<file path="src/rtl/dmem_arbiter.sv">
// Two-port arbiter for the single-port data memory (core and host loader).
// Define HOST_PRIO_EN to give the host fixed priority instead of round-robin.
module dmem_arbiter #(
   parameter int AW       = 16,
   parameter int DW       = 32,
   parameter int READ_LAT = 3
) (
   input  logic          clock,
   input  logic          reset_n,
   input  logic          c_req,
   input  logic          c_we,
   input  logic [AW-1:0] c_addr,
   input  logic [DW-1:0] c_wdata,
   output logic          c_gnt,
   output logic          c_ack,
   output logic [DW-1:0] c_rdata,
   input  logic          h_req,
   input  logic          h_we,
   input  logic [AW-1:0] h_addr,
   input  logic [DW-1:0] h_wdata,
   output logic          h_gnt,
   output logic          h_ack,
   output logic [DW-1:0] h_rdata,
   output logic          mem_en,
   output logic          mem_we,
   output logic [AW-1:0] mem_addr,
   output logic [DW-1:0] mem_wdata,
   input  logic [DW-1:0] mem_rdata,
   output logic          busy,
   output logic          owner
);

   typedef enum logic [1:0] {IDLE, ISSUE, WAIT, DONE} state_t;

   localparam logic [3:0] LAT_M1 = 4'(READ_LAT - 1);

   state_t          state_reg, state_next;
   logic [3:0]      cnt_reg;
   logic            owner_reg;
   logic            last_owner_reg;
   logic            we_reg;
   logic [AW-1:0]   addr_reg;
   logic [DW-1:0]   wdata_reg;
   logic            sel_host;
   logic            capture;
   logic [1:0]      ack_vec;
   logic [DW-1:0]   rdata_reg [2];

   always_comb begin
      state_next = state_reg;
      c_gnt      = 1'b0;
      h_gnt      = 1'b0;
`ifdef HOST_PRIO_EN
      sel_host   = h_req;
`else
      // The port that was not served last wins a tie.
      sel_host   = h_req && (!c_req || !last_owner_reg);
`endif
      case (state_reg)
         IDLE: begin
            if (c_req || h_req) begin
               state_next = ISSUE;
               h_gnt      = sel_host;
               c_gnt      = !sel_host;
            end
         end
         ISSUE:   state_next = we_reg ? DONE : WAIT;
         WAIT:    if (cnt_reg == 4'd0) state_next = DONE;
         DONE:    state_next = IDLE;
         default: state_next = IDLE;
      endcase
   end

   always_ff @(posedge clock) begin
      if (!reset_n) begin
         state_reg      <= IDLE;
         cnt_reg        <= 4'd0;
         owner_reg      <= 1'b0;
         last_owner_reg <= 1'b1;
         we_reg         <= 1'b0;
         addr_reg       <= '0;
         wdata_reg      <= '0;
      end else begin
         state_reg <= state_next;
         case (state_reg)
            IDLE: begin
               if (c_req || h_req) begin
                  owner_reg <= sel_host;
                  we_reg    <= sel_host ? h_we    : c_we;
                  addr_reg  <= sel_host ? h_addr  : c_addr;
                  wdata_reg <= sel_host ? h_wdata : c_wdata;
               end
            end
            // WAIT spans READ_LAT cycles; data is taken in its last one.
            ISSUE:   cnt_reg <= LAT_M1;
            WAIT:    cnt_reg <= cnt_reg - 4'd1;
            DONE:    last_owner_reg <= owner_reg;
            default: ;
         endcase
      end
   end

   assign capture = (state_reg == WAIT) && (cnt_reg == 4'd0);

   for (genvar gi = 0; gi < 2; gi++) begin : g_port
      always_ff @(posedge clock) begin
         if (!reset_n)
            rdata_reg[gi] <= '0;
         else if (capture && (owner_reg == 1'(gi)))
            rdata_reg[gi] <= mem_rdata;
      end
      assign ack_vec[gi] = (state_reg == DONE) && (owner_reg == 1'(gi));
   end

   assign c_ack     = ack_vec[0];
   assign h_ack     = ack_vec[1];
   assign c_rdata   = rdata_reg[0];
   assign h_rdata   = rdata_reg[1];
   assign mem_en    = (state_reg == ISSUE);
   assign mem_we    = (state_reg == ISSUE) && we_reg;
   assign mem_addr  = addr_reg;
   assign mem_wdata = wdata_reg;
   assign busy      = (state_reg != IDLE);
   assign owner     = owner_reg;

endmodule

</file>
<file path="config.mk">
export PLATFORM = sky130hd
export DESIGN_NAME = dmem_arbiter
export DESIGN_NICKNAME = d
export VERILOG_FILES = /design/src/rtl/dmem_arbiter.sv
export SDC_FILE = /design/constraint.sdc
export NUM_CORES = 1
export LEC_CHECK = 0
export BUFFER_PORTS_ARGS = -buffer_cell sky130_fd_sc_hd__buf_2
export CELL_PAD_IN_SITES_DETAIL_PLACEMENT = 1
export CELL_PAD_IN_SITES_GLOBAL_PLACEMENT = 1
export CORE_MARGIN = 3
export CORE_UTILIZATION = 36
export CTS_CLUSTER_SIZE = 40
export DETAILED_ROUTE_END_ITERATION = 12
export GPL_ROUTABILITY_DRIVEN = 0
export PLACE_DENSITY_LB_ADDON = 0.1
export SLEW_MARGIN = 20
export SYNTH_ARGS = -nofsm -noshare
export SYNTH_HDL_FRONTEND = slang
export SYNTH_SLANG_ARGS = --single-unit
</file>
<file path="constraint.sdc">
create_clock -name clock -period 9.1 [get_ports clock]
set_clock_uncertainty 0.15 [all_clocks]
set_input_delay 0.455 -clock clock [delete_from_list [all_inputs] [get_ports clock]]
set_output_delay 0.455 -clock clock [all_outputs]
set_load 0.1 [all_outputs]
</file>
==> metrics.md <==
| Metric | Value |
|---|---|
| Initial Util | `between 30% and 40%` |
| Reg power frac | `28.3%` |
| Sw Ratio | `approximately 48%` |
| Wire length on met2 | `~7400 µm` |
| Grt ovf | `0` |
| Hold-fix buffers, CTS | `0` |
| Pwr dens | `around 380 mW/mm²` |
| Design area | `between 0.006 and 0.007 mm²` |
| Top-Level Pins | `approximately 250` |
| Min-Delay Startpoint | `h_addr[10]` |
| Detail Placement HPWL | `between 10,000 and 15,000 µm` |
| GRT Total Usage | `between 10% and 20%` |
| Die Area | `~0.015 mm²` |
| Wire per inst | `roughly 17 µm` |
| Setup crit end kind | `output port` |
| Period utilization | `29.3%` |
| R2R depth | `5` |
| Sequential fraction of the synthesis area | `slightly above 60%` |
| Max-slew violations | `0` |
| Worst VDD drop | `around 0.18 mV` |
| CTS tree | `done` |
| Port Buffers | `between 200 and 300` |
| Synth top cells by count | `66 x and2_1, 64 x edfxtp_1, 57 x dfxtp_1, 57 x nand2_1, 28 x o21ai_0` |
| Top cells by area, synth | `edfxtp_1 39%, dfxtp_1 23%, and2_1 8.4%, nand2_1 4.4%, a221o_1 3.9%` |
| Number of synthesized register bits | `121` |
| Ratio of cells with drive above 1 in the final layout | `a little over two fifths` |
| Routed WL | `~15,000 µm` |
| Worst Path Max Fanout | `11` |
| H-tree lvl count | `4` |
| TritonRoute pass-1 iters | `5` |
| Worst EP arrival | `2.06 ns` |
| Gate count of the mapped netlist | `roughly 430` |
| ANT cells | `0` |
| Row count | `42` |
| Highest metal used | `met4` |
| Nets | `820` |
| Fill cell count | `1,512` |
| Dominant synthesized flop cell | `edfxtp_1` |
| Combinational power share | `around 44%` |
| Netlist Area Pre-Place | `a little under 0.005 mm²` |
| Post-CTS sizing | `0` |
| Hold Crit Class | `in -> reg` |
| Via/cell ratio | `about 5` |
| Actual slew at the worst max-slew pin | `about 1.0 ns` |
| Vias in the first global route | `4,444` |
| # Post-CTS Setup Buffers | `0` |
| Worst R2R Setup Slack | `a little under 7 ns` |
| Critical R2R Capture | `rdata_reg[0][30]$_SDFFCE_PN0P_` |
| Max Freq | `375 MHz` |
| Pin count of the biggest net entering global routing | `64` |
| Net Switching | `1.26 mW` |
| Hold WS | `0.120 ns` |
| Leak | `~3.3 nW` |
| Worst Hold End | `mem_addr[10]$_SDFFE_PN0P_` |
| Startpoint Class | `flip-flop` |
| Worst r2r src | `state_reg[0]$_SDFFE_PN0P_` |
| Count leader, synth | `and2_1` |
| Worst hold path depth | `2` |
| Core area | `0.0133 mm²` |
| Unrepaired setup endpoints after global routing | `false` |
| Worst skew pair latency | `about 0.40 ns` |
| Clk sink count | `about 120` |
| Biggest area consumer among synthesized cells | `edfxtp_1` |
| Ys async rst share | `0%` |
| Global-route wire length before repair | `21,900 µm` |
| Synth cell types | `37` |
| Synth top area share | `between 30% and 40%` |
| Critical path type | `reg -> out` |
| DRC errors left | `0` |
| YS warnings | `0` |
| Final Hold Fails | `0` |
| # Max-Cap Violations | `0` |
| Post-synth EDFFs | `between 60 and 70` |
| Initial DRC count | `approximately 260` |
| Status | `finished clean` |
| Max clock buf depth | `2` |
| Vias | `4,308` |
| Syn-to-layout area delta | `42.2%` |
| Post-synthesis net count | `about 570` |
| Slew HR | `33.4%` |
| Min Tclk post-route | `about 2.7 ns` |
| Max reg flops | `between 60 and 70` |
| M1 wire length | `between 5000 and 6000 µm` |
| Internal cell power | `1.35 mW` |
| Root buffer cell | `clkbuf_16` |
| Antenna violations before repair | `0` |
| Final Setup Violations | `0` |
| CP required | `8.50 ns` |
| Total CTS buffers | `17` |
| Met3 WL | `1290 µm` |
| ANT nets after route | `0` |
| Placement-stage cell area | `between 0.006 and 0.007 mm²` |
| Die Span X | `~120 µm` |
| Total negative slack | `0 ns` |
| Mean Syn Cell Area | `around 11 µm²` |
| Clock share of power | `between 20% and 30%` |
| Die height | `between 100 and 150 µm` |
| CTS clk-pin slew, worst paths | `roughly 0.050 ns` |
-- metrics by stage --
stage / util (%) / total power, mW / worst slack (ns) / instances
after global routing: 52.5 / 2.72 / 6.26 / 869
final: 52.5 / 2.62 / 6.43 / 869
after floorplan: - / 1.71 / 3.79 / 431
after global placement: 47.7 / 1.90 / 6.54 / 837
after detailed placement: 47.7 / 1.92 / 6.45 / 837
after CTS: 52.5 / 2.64 / 6.39 / 869
-- cell type report --
cell class	instances	area [µm²]	area share (%)
multi-input cells	269	1700	24.4
clock inverters	14	203	2.90
clock buffers	18	429	6.15
repair buffers	261	1330	19.0
well taps	176	220	3.16
flip-flops and latches	121	3060	43.9
inverters	10	37.5	0.538
-- worst max path at each step --
stage / startpoint / to / slack, ns / depth (start not counted)
final: state_reg[0]$_SDFFE_PN0P_ / c_gnt / 6.43 / 5
after global placement: reset_n / mem_addr[1]$_SDFFE_PN0P_ / 6.54 / 4
after CTS: state_reg[0]$_SDFFE_PN0P_ / c_gnt / 6.39 / 5
after global routing: state_reg[0]$_SDFFE_PN0P_ / c_gnt / 6.26 / 5
after floorplan: owner$_SDFFE_PN0P_ / rdata_reg[1][0]$_SDFFCE_PN0P_ / 3.79 / 2
after detailed placement: reset_n / mem_wdata[27]$_SDFFE_PN0P_ / 6.45 / 4
-- layer usage --
metal / vias to the layer above / global-route usage, %
li1: 2056 / -
met1: 2058 / 20.7
met2: 177 / 32.5
met3: 17 / 6.82
met4: 0 / 7.35
met5: - / 0
-- cell usage in the layout (no fill, tap or decap), types with 8 or more instances in the layout --
cell type	n
nand2_1	57
o21ai_0	28
buf_2	253
and2_1	66
inv_1	10
dfxtp_1	57
clkbuf_16	17
a31oi_1	27
edfxtp_1	64
a221o_1	19
buf_4	8
and3_1	20
-- power groups by stage --
stage	combinational, mW	clock (mW)	sequential [mW]
after global routing	1.21	0.757	0.752
final	1.16	0.715	0.741
after CTS	1.17	0.730	0.741
after floorplan	0.292	0	1.42
after global placement	1.16	0	0.744
after detailed placement	1.17	0	0.749
-- critical path: stages, from the launching register on --
cell and delay, ns:
dfxtp_1 0.36, inv_1 0.11, ha_1 0.44, o21ai_1 0.18
nor2_1 0.13, buf_2 0.44
-- logic make-up (layout without fill, tap and decap cells) --
group | after synthesis | after routing | synth area share [%]
AO/OA/AOI/OAI | 99 | 99 | 14.3
adder cells (fa/ha/maj) | 6 | 6 | 1.53
buffers and inverters | 41 | 303 | 3.64
flip-flops | 121 | 121 | 62.4
multiplexers | 1 | 1 | 0.204
AND/OR/NAND/NOR | 163 | 163 | 17.9
Power figures use the tool's default switching activity.
